==> src/rtl/env_adsr.sv <==
// ADSR envelope generator with a prescaled update tick and registered outputs.
// Define ENV_EXP_RELEASE_EN to replace the linear i_release step with an exponential-style tail.
module env_adsr #(
    parameter int unsigned PRESCALE = 256
) (
    input  logic        i_clk,
    input  logic        i_rst,
    input  logic        i_gate,
    input  logic [15:0] i_attack,
    input  logic [15:0] i_decay,
    input  logic [15:0] i_sustain,
    input  logic [15:0] i_release,
    output logic [15:0] o_amp,
    output logic [2:0]  o_state,
    output logic        o_active
);

    typedef enum logic [2:0] {
        IDLE    = 3'd0,
        ATTACK  = 3'd1,
        DECAY   = 3'd2,
        SUSTAIN = 3'd3,
        RELEASE = 3'd4
    } state_t;

    localparam logic [15:0] TICK_AT = 16'(PRESCALE - 1);
    localparam logic [15:0] LEVEL_MAX = 16'h7FFF;

    state_t             state;
    logic [15:0]        level;
    logic               active;
    logic [15:0]        cnt;
    logic               gate_q;

    logic               tick;
    logic               rise;
    logic               fall;
    logic [15:0]        sus_c;
    logic [16:0]        att_sum;
    logic signed [16:0] dec_res;
    logic signed [16:0] sus_s;
    logic [15:0]        rel_step;
    logic signed [16:0] rel_res;

    assign tick = (cnt == TICK_AT);
    assign rise = i_gate & ~gate_q;
    assign fall = ~i_gate & gate_q;

    always_comb begin
        sus_c   = i_sustain[15] ? LEVEL_MAX : i_sustain;
        sus_s   = $signed({1'b0, sus_c});
        att_sum = {1'b0, level} + {1'b0, i_attack};
        dec_res = $signed({1'b0, level}) - $signed({1'b0, i_decay});
        rel_res = $signed({1'b0, level}) - $signed({1'b0, rel_step});
    end

`ifdef ENV_EXP_RELEASE_EN
    logic unused_release;
    assign unused_release = ^i_release;
    assign rel_step = {5'b0, level[15:5]} + 16'd1;
`else
    assign rel_step = i_release;
`endif

    // Gate edges pre-empt the tick: the state changes but the level holds for that cycle.
    always_ff @(posedge i_clk) begin
        if (i_rst) begin
            cnt    <= '0;
            gate_q <= 1'b0;
            state  <= IDLE;
            level  <= '0;
            active <= 1'b0;
        end else begin
            cnt    <= tick ? '0 : cnt + 16'd1;
            gate_q <= i_gate;
            if (rise) begin
                state  <= ATTACK;
                active <= 1'b1;
            end else if (fall) begin
                if (state == ATTACK || state == DECAY || state == SUSTAIN) begin
                    state <= RELEASE;
                end
            end else if (tick) begin
                case (state)
                    IDLE: begin
                        level <= '0;
                    end
                    ATTACK: begin
                        if (i_attack != '0) begin
                            if (att_sum >= {1'b0, LEVEL_MAX}) begin
                                level <= LEVEL_MAX;
                                state <= DECAY;
                            end else begin
                                level <= att_sum[15:0];
                            end
                        end
                    end
                    DECAY: begin
                        if (i_decay != '0) begin
                            if (dec_res <= sus_s) begin
                                level <= sus_c;
                                state <= SUSTAIN;
                            end else begin
                                level <= dec_res[15:0];
                            end
                        end
                    end
                    SUSTAIN: begin
                        level <= sus_c;
                    end
                    RELEASE: begin
                        if (rel_step != '0) begin
                            if (rel_res <= 17'sd0) begin
                                level  <= '0;
                                state  <= IDLE;
                                active <= 1'b0;
                            end else begin
                                level <= rel_res[15:0];
                            end
                        end
                    end
                    default: begin
                        level  <= '0;
                        state  <= IDLE;
                        active <= 1'b0;
                    end
                endcase
            end
        end
    end

    assign o_amp    = level;
    assign o_state  = state;
    assign o_active = active;

endmodule
==> config.mk <==
export PLATFORM = sky130hd
export DESIGN_NAME = env_adsr
export DESIGN_NICKNAME = d
export VERILOG_FILES = /design/src/rtl/env_adsr.sv
export SDC_FILE = /design/constraint.sdc
export NUM_CORES = 1
export LEC_CHECK = 0
export ABC_AREA = 1
export CAP_MARGIN = 10
export CORE_MARGIN = 2
export CORE_UTILIZATION = 45
export DETAILED_ROUTE_END_ITERATION = 10
export GPL_TIMING_DRIVEN = 0
export MAX_ROUTING_LAYER = met4
export PLACE_DENSITY_LB_ADDON = 0.15
export SLEW_MARGIN = 0
export SYNTH_ARGS = -nofsm -noshare
export SYNTH_HDL_FRONTEND = slang
export SYNTH_SLANG_ARGS = --single-unit
==> constraint.sdc <==
create_clock -name i_clk -period 5.3 [get_ports i_clk]
set_input_delay 1.59 -clock i_clk [delete_from_list [all_inputs] [get_ports i_clk]]
set_output_delay 1.59 -clock i_clk [all_outputs]
set_load 0.02 [all_outputs]
---- Word level (Yosys, flattened, before mapping) ----
Cells that the tools add are included.
cells by class
  add/subtract/negate cells ............... 4
  order comparisons ....................... 3
  equal/unequal tests ..................... 28
  multiplexer cells ....................... 25
  bitwise logic cells ..................... 6
  reductions and logical operators ........ 17
operators by type and width
  cell                     number
  $mux W16                 6
  $pmux W16 S4             1
  $reduce_bool A16 Y1      3
  $sub A16 B16 Y17         2
  $mux W3                  9
  $reduce_and A9 Y1        2
  $add A16 B16 Y17         1
  $ge A17 B15 Y1 const B   1
  $le A17 B1 Y1 const B    1
  $le A17 B16 Y1           1
  $add A16 B1 Y16 const B  1
  $eq A16 B8 Y1 const B    1
  $ne A4 B3 Y1 const B     4
  $mux W15                 1
  $ne A3 B2 Y1 const B     5
  $ne A3 B3 Y1 const B     4
  $pmux W3 S4              1
  $ne A2 B1 Y1 const B     5
  $ne A4 B4 Y1 const B     2
  $eq A3 B2 Y1 const B     2
  $mux W1                  6
  $reduce_and A6 Y1        1
  $reduce_or A2 Y1         3
  $reduce_and A5 Y1        1
  other kinds (12)         19
storage, ports and cells
  register bits ........................... 37
  input port bits ......................... 67

---- Depth between registers and ports, before layout ----
Gate-level depths: netlist (run 1).
  depth in word-level cells ............... 8
  depth in mapped cells ................... 28
  depth with buffers taken out ............ 28

---- Least setup slack after synthesis (run 1) ----
Ideal clock, no wire load.
  kind .................................... input -> register
  start point ............................. in i_decay[0]
  end point ............................... reg level[3] (netlist: o_amp[3])
  setup time .............................. 0.135 ns
  arrival ................................. 4.484 ns
  data required time ...................... 5.165 ns
  path slack .............................. 0.681 ns
  stages on the path ...................... 25
  path buffers ............................ 1
  path through ............................ ha_1 -> inv_1 -> fa_1 -> nand3_1 -> a21oi_1 -> nor2_1 -> o21ai_2 -> nand2_1 -> nand2_1 -> or2_2 -> nand2_1 -> inv_1 -> ha_1 -> nand2_1 -> nor3_1 -> nand2_1 -> nand2_1 -> nand2_1 -> nand2_1 -> nand2_2 -> clkbuf_2 -> o21ai_0 -> nand2_1 -> o21ai_0 -> a21oi_1
on the way
  longest elaborated chain between the ends .. 5
  elaborated cells between the ends (all ways) .. 8
RTL lines
  item                  line  source
  from (decl)           10    input logic [15:0] i_decay,
  $sub A16 B16 Y17      53    dec_res = $signed({1'b0, level}) - $signed({1'b0, i_decay});
  $le A17 B16 Y1        100   if (dec_res <= sus_s) begin
  $mux W16              100
  $mux W16              99    if (i_decay != '0) begin
  $pmux W16 S4          84    case (state)
  to (signal assigned)  101   level <= sus_c;
  to (signal assigned)  104   level <= dec_res[15:0];
  to (signal assigned)  109   level <= sus_c;
  to (decl)             30    logic [15:0] level;
Several ways; a longest one is shown, not always the timed one. The select of a mux whose other input is x is not followed.
A chain may end at the register's enable or synchronous reset.

---- Worst setup path in the final report (run 1) ----
  start point ............................. in i_decay[3]
  end point ............................... reg level[3] (netlist: o_amp[3])
The elaborated chain is that of the path after synthesis.

==> results of run 1 <==
[routing by layer]
metal | up-vias | global-route usage, % | part of all wire (%)
met5 | - | - | 0
met4 | 0 | 7.68 | 2.7
met3 | 38 | 3.25 | 5.5
met2 | 194 | 45.1 | 47
met1 | 2938 | 33.0 | 45
li1 | 3513 | - | -
[through the flow]
step	cells	setup slack, ps	hold slack, ps
floorplan	1014	681	418
global placement	1271	-464	434
detailed placement	1271	-489	464
CTS	1279	2.78	484
global route	1285	-51.3	495
finish	1285	187	481
[worst max-delay path: cells and delay by family]
family / cells / cell delay (ps)
compound gates: 9 / 1200
fa+ha+maj: 2 / 690
simple gates: 12 / 1130
buf+inv: 3 / 660
[logic make-up after synthesis]
logic type / count (synthesis) / share of synthesized area [%]
AOI/OAI and AO/OA: 151 / 14.1
xor gates and xnor gates: 16 / 2.41
adders and majority gates: 69 / 15.3
buffers and inverters: 184 / 12.5
DFF: 37 / 12.8
and+or+nand+nor: 557 / 42.9
[state kept, by name, indices dropped and copies added, names as in the netlist]
name,flops
o_state,3
o_amp,16
gate_q,1
cnt,16
o_active,1
[Yosys cell counts, types with 7 or more instances]
master	instances	area, µm²
sky130_fd_sc_hd__clkbuf_1	7	26.3
sky130_fd_sc_hd__nor3_1	23	115
sky130_fd_sc_hd__ha_1	66	826
sky130_fd_sc_hd__nor2_1	83	312
sky130_fd_sc_hd__nand3_1	72	360
sky130_fd_sc_hd__inv_1	160	601
sky130_fd_sc_hd__xor2_1	12	105
sky130_fd_sc_hd__a21oi_1	81	405
sky130_fd_sc_hd__nor4_1	9	56.3
sky130_fd_sc_hd__nand4_1	27	169
sky130_fd_sc_hd__nand2_2	11	68.8
sky130_fd_sc_hd__dfxtp_1	37	741
sky130_fd_sc_hd__o21ai_0	48	240
sky130_fd_sc_hd__nand2_1	298	1120
sky130_fd_sc_hd__nand3b_1	9	67.6
[final timing paths]
check | startpoint | end | slack (ps) | cells past startpoint
hold / removal | cnt[8] | cnt[8] | 480 | 2
setup / recovery | i_decay[3] | o_amp[3] | 190 | 26
hold reg to reg | cnt[8] | cnt[8] | 480 | 2
setup reg to reg | o_amp[0] | o_amp[3] | 1310 | 27
[power by group through the flow]
stage	registers (W)	logic [W]	clock network, W
after floorplan	0.000292	0.000143	0
after global placement	0.000291	0.000239	0
after detailed placement	0.000291	0.000241	0
after CTS	0.000285	0.000243	0.000358
after global routing	0.000285	0.000281	0.000364
final	0.000285	0.000249	0.000354
[area by class of cell]
| cell class | count | share of cell area, % |
|---|---|---|
| clock inverter | 2 | 0.523 |
| inverter | 166 | 8.69 |
| tap | 172 | 3.00 |
| multi-input combinational | 794 | 61.5 |
| timing repair buffer | 90 | 12.5 |
| sequential | 37 | 10.3 |
| clock buffer | 6 | 1.94 |
| buffer | 18 | 1.53 |
[repair_timing]
item / 4_1_cts / 5_1_grt
cloned: 0 / 2
pin swaps: 1 / 10
gates resized for setup: 5 / 36
setup buffers: 0 / 4
endpoints found under the setup margin: 15 / 19
==> metrics.sh, run 1 <==
POSTLAYOUTCELLAREA_MM2=0.00717
YOSYSSEQAREASHARE_PCT=12.8
POSTSYNTHCELLCOUNT=1014
GRT_USE_TOTAL_PCT=26.5
CHIPHEIGHT_UM=118
ANTENNA_VIOL_NETS_FINAL=0
PLACEMENT.IO_BUFFERS=85
LAYOUT_COMMON_CELLS='sky130_fd_sc_hd__nand2_1, sky130_fd_sc_hd__inv_1, sky130_fd_sc_hd__clkdlybuf4s50_1'
WORST_PATH_MAX_STAGE_DELAY_PS=460
NNETSFINAL=1248
SYNTH-EDFF-COUNT=0
TIMING.FINAL.MAX_SLEW_VIOLATIONS=0
SYNTH_CELL_TYPES=47
FINISH.UTILIZATION_PCT=56.8
CAP_VIOL_MAX_COUNT=0
FILLERINSTANCES=1337
START_KIND='input port'
STATUS='finished clean'
CRITICAL_PATH_REQUIRED_PS=5450
HOLD_PATH.CLASS='reg2reg'
CLOCK_INSERTION_DELAY_WORST_SKEW_PS=290
HTREE_NUM_LEVELS=2
POSTSYNTHAREAPERCELL_UM2=5.72
ARRIVAL_PS=5260
DP_HPWL_UM=15300
MULTIINPUTGATEAREA_MM2=0.00441
SYNTHTOLAYOUTAREAGROWTH_PCT=23.6
PLACEMENT_ROWS=41
ANTENNA_FOUND_INITIAL=0
GRT_PASS1_WL_UM=29300
YOSYS_MOST_USED_DFF='sky130_fd_sc_hd__dfxtp_1'
P_LEAK_nW=3.63
TIMING.CRITICAL_PATH.SLOWEST_STAGE_CELL='sky130_fd_sc_hd__clkdlybuf4s50_1'
SYNTHESIS.YOSYS.WARNINGS=0
INITIAL_CORE_UTILIZATION_PCT=46.0
FMAX_MHz=196
IOPINCOUNT=87
PEAKVDDDROP_uV=133
POWER.SHARE.SWITCHING_PCT=29.5
FP.COREAREA_MM2=0.0126
SETUP_VIOL_COUNT_FINAL=0
LAYOUT_CELL_SHARE_WITH_DRIVE_STRENGTH_BEYOND_1_PCT=7.46
POWER.DENSITY_CELL_AREA_mW_PER_MM2=124
CRIT_TYPE='in2reg'
LEADING_CELL_TYPE_IN_THE_LAYOUT_FILL_AND_TAPS_EXCLUDED='sky130_fd_sc_hd__nand2_1'
WORST_PIN_SLEW_PS=927
NUMBER_OF_GLOBAL_ROUTE_VIAS_BEFORE_REPAIR=6204
YS_FF_LATCH=37
CTS_HOLD_BUFFERS=0
P_TOTAL_W=0.000888
CLOCK_PATH_BUFFERS=2
TRITONCTS_NUM_SINKS=37
FIN_CRIT_SH_PCT=96.5
CRIT_TOP_CELL='sky130_fd_sc_hd__nand2_1'
SYNTH.CELL_AREA_MM2=0.00580
ANTENNA-DIODE-COUNT=0
CLK_ROOT_BUFFER_CELL='sky130_fd_sc_hd__clkbuf_16'
SKEW_PS=7.53
FINAL-SEQ-AREA_UM2=741
CTS_BUFFERS=5
DRTITER0DRC=461
RELSLEWSLACK_PCT=37.7
SEQPWRFRAC_PCT=32.1
ROUTED_VIA_DENSITY=5.20
DPL_CELL_AREA_MM2=0.00687
GRT_OVERFLOW_TOTAL=0
ROUTE.VIAS.TOTAL=6683
INTPOWER_W=0.000626
GP_CONGESTION=0.924
CRITICAL_PATH.MAX_FANOUT=5
SETUP_TNS_PS=0
TIMING.FINAL.CRIT_PERIOD_PS=5110
FLOORPLAN.DIE_AREA_MM2=0.0138
CLK_TRANSITION_REPORTED_PATHS_PS=60
ROUTED_WIRE_LENGTH_PER_INSTANCE_UM=14.0
REPORT.FINAL.HOLD_VIOL_COUNT=0
COMBPWRFRAC_PCT=28.0
POWER.NET_SWITCHING_W=0.000262
CTS_TREE='done'
DETAIL_ROUTE.DRC_VIOLATIONS=0
DRT_PRE_ANTENNA_ITERS=5
GRT_START_MAX_NET_PINS=13
DRT-TOTAL-WL_UM=17900
POWER_FRAC_CLOCK_PCT=39.9
SYNTH-ASYNC-RESET-RATIO_PCT=0
POSTSYNTHNETCOUNT=1150
DIE_WIDTH_UM=118
WORSTSETUPENDPOINTTYPE='register'
No activity file was read; power rests on OpenSTA's default activity.
==> run 2: changes to the inputs <==
--- a/config.mk
+++ b/config.mk
@@ -12,7 +12,7 @@
 export DETAILED_ROUTE_END_ITERATION = 10
 export GPL_TIMING_DRIVEN = 0
 export MAX_ROUTING_LAYER = met4
-export PLACE_DENSITY_LB_ADDON = 0.15
+export PLACE_DENSITY = 0.72
 export SLEW_MARGIN = 0
 export SYNTH_ARGS = -nofsm -noshare
 export SYNTH_HDL_FRONTEND = slang
==> run 2 against run 1 <==
Net effect: clock-buffer cell count shrank 1; core utilization hardly changed; non-clock buffer count rose by 3; critical path type unchanged; sequential power about the same; maximum frequency is 0.33% higher; flip-flop and latch count stayed put; combinational power is essentially flat; final cell count about the same.
==> metrics.sh, run 2 (synthesized netlist as in run 1, its figures left out) <==
STATUS='finished clean'
HOLD_PATH.CLASS='reg2reg'
TIMING.CRITICAL_PATH.SLOWEST_STAGE_CELL='sky130_fd_sc_hd__clkdlybuf4s50_1'
ANTENNA_VIOL_NETS_FINAL=0  # unchanged
ROUTE.VIAS.TOTAL=6644  # -0.58%
CAP_VIOL_MAX_COUNT=0  # unchanged
LEADING_CELL_TYPE_IN_THE_LAYOUT_FILL_AND_TAPS_EXCLUDED='sky130_fd_sc_hd__nand2_1'
INITIAL_CORE_UTILIZATION_PCT=46.0  # unchanged
CLK_TRANSITION_REPORTED_PATHS_PS=60  # about the same
CLOCK_PATH_BUFFERS=2  # unchanged
LAYOUT_CELL_SHARE_WITH_DRIVE_STRENGTH_BEYOND_1_PCT=7.36  # -0.096 points
TIMING.FINAL.CRIT_PERIOD_PS=5100  # -16.8 ps
LAYOUT_COMMON_CELLS='sky130_fd_sc_hd__nand2_1, sky130_fd_sc_hd__inv_1, sky130_fd_sc_hd__clkdlybuf4s50_1'
IOPINCOUNT=87  # unchanged
CTS_HOLD_BUFFERS=0  # unchanged
CRITPATHTOPFAMILY='simple AND/OR/NAND/NOR gates'
CLK_ROOT_BUFFER_CELL='sky130_fd_sc_hd__clkbuf_16'
ANTENNA_FOUND_INITIAL=0  # unchanged
DETAIL_ROUTE.DRC_VIOLATIONS=0  # unchanged
TRITONCTS_NUM_SINKS=37  # unchanged
CRITICAL_PATH.MAX_FANOUT=7  # +2
SETUP_VIOL_COUNT_FINAL=0  # unchanged
P_TOTAL_W=0.000864  # -2.7%
CHIPHEIGHT_UM=118  # unchanged
START_KIND='input port'
DRT-TOTAL-WL_UM=17800  # -0.76%
CTS_TREE='done'
SKEW_PS=7.21  # -0.325 ps
FIN_CRIT_SH_PCT=96.1  # -0.32 points
DRTITER0DRC=388  # -16%
PLACEMENT.IO_BUFFERS=85  # unchanged
GP_CONGESTION=0.942  # +2.0%
FILLERINSTANCES=1346  # +0.67%
CLOCK_INSERTION_DELAY_WORST_SKEW_PS=280  # about the same
FP.COREAREA_MM2=0.0126  # unchanged
POWER.DENSITY_CELL_AREA_mW_PER_MM2=120  # -2.7%
CTS_BUFFERS=5  # unchanged
CP.BUFFERS_INVERTERS=4  # +1
PLACEMENT_ROWS=41  # unchanged
WORST_PIN_SLEW_PS=989  # +61.4 ps
NNETSFINAL=1250  # +0.16%
NUMBER_OF_GLOBAL_ROUTE_VIAS_BEFORE_REPAIR=6149  # -0.89%
CRIT_TYPE='in2reg'
ROUTED_VIA_DENSITY=5.17  # -0.66%
DP_HPWL_UM=15300  # about the same
TIMING.FINAL.MAX_SLEW_VIOLATIONS=0  # unchanged
P_LEAK_nW=3.64  # +0.20%
ARRIVAL_PS=5240  # -20 ps
GRT_OVERFLOW_TOTAL=0  # unchanged
REPORT.FINAL.HOLD_VIOL_COUNT=0  # unchanged
CRIT_TOP_CELL='sky130_fd_sc_hd__nand2_1'
FINISH.UTILIZATION_PCT=56.9  # about the same
GRT_START_MAX_NET_PINS=12  # -1
INSTANCES_NO_FILL=1286  # +0.078%
HTREE_NUM_LEVELS=2  # unchanged
GRT_USE_TOTAL_PCT=26.0  # -0.53 points
FMAX_MHz=196  # +0.33%
ANTENNA-DIODE-COUNT=0  # unchanged
CRITICAL_PATH_REQUIRED_PS=5440  # about the same
DIE_WIDTH_UM=118  # unchanged
DRT_PRE_ANTENNA_ITERS=5  # unchanged
RELSLEWSLACK_PCT=33.6  # -4.1 points
PEAKVDDDROP_uV=123  # -7.3%
SYNTHTOLAYOUTAREAGROWTH_PCT=23.6  # about the same
WORST_PATH_MAX_STAGE_DELAY_PS=450  # about the same
ROUTED_WIRE_LENGTH_PER_INSTANCE_UM=13.8  # -0.84%
WORSTSETUPENDPOINTTYPE='register'
PLACE_INST=1271  # unchanged
FLOORPLAN.DIE_AREA_MM2=0.0138  # unchanged
GRT_PASS1_WL_UM=28600  # -2.4%
==> run 2: cell types whose count changed in the layout (fill, tap and decap cells not counted), sizes merged <==
cell      previous run  this run
buf                 16        18
clkinv               0         1
clkinvlp             1         0
nand2              310       309
==> run 2: report_power, final <==
part	leakage (nW)	internal [W]	switching (W)
clock network	0.0797	0.000218	0.000112
registers	0.299	0.000282	0.00000307
logic	3.26	0.000110	0.000139
==> run 2: path summary, 6_finish.rpt <==
path	startpoint	endpoint	slack (ps)	cells past startpoint
worst max-delay path	i_decay[3]	o_amp[2]	200	27
worst min-delay path	cnt[0]	cnt[0]	450	1
worst max register to register	o_amp[0]	o_amp[2]	1330	28
worst min register to register	cnt[0]	cnt[0]	450	1
==> run 2: area by class of cell <==
class                   instances  area, µm²  share of cell area [%]
multi-input cells             793       4410                    61.5
repair buffers                 93        917                    12.8
clock inverters                 2       35.0                   0.488
inverters                     166        623                    8.68
clock buffers                   5        125                    1.74
flip-flops and latches         37        741                    10.3
plain buffers                  18        110                    1.53
well taps                     172        215                    3.00
==> run 2: worst reg2reg max path: cells and delay by family, from the launching register on <==
family | cells | cell delay, ps
AND/OR/NAND/NOR | 13 | 1150
adder cells (fa/ha/maj) | 3 | 730
AO/OA/AOI/OAI | 8 | 950
buffers and inverters | 4 | 560
flip-flops | 1 | 450
==> run 2: what timing repair did <==
action                     in CTS  in global routing
resized for setup               2                 38
buffers inserted                0                  7
pin swaps                       0                 10
gates cloned                    0                  1
setup endpoints to repair       7                 18
==> run 2: layer usage <==
| layer | track usage (%) | vias to the layer above | wire length [µm] |
|---|---|---|---|
| met4 | 8.28 | 0 | 518 |
| met2 | 44.5 | 196 | 8320 |
| met1 | 32.1 | 2910 | 7930 |
| met5 | - | - | 0 |
| met3 | 2.71 | 30 | 1030 |
| li1 | - | 3508 | - |
==> run 2: through the flow <==
stage	hold slack [ps]	setup TNS, ps	setup WS, ps	cell area [µm²]
floorplan	418	0	681	5800
global placement	427	-4790	-369	6870
detailed placement	440	-4970	-395	6870
CTS	454	0	36.1	7040
global route	463	-12.7	-11.5	7180
finish	452	0	204	7180
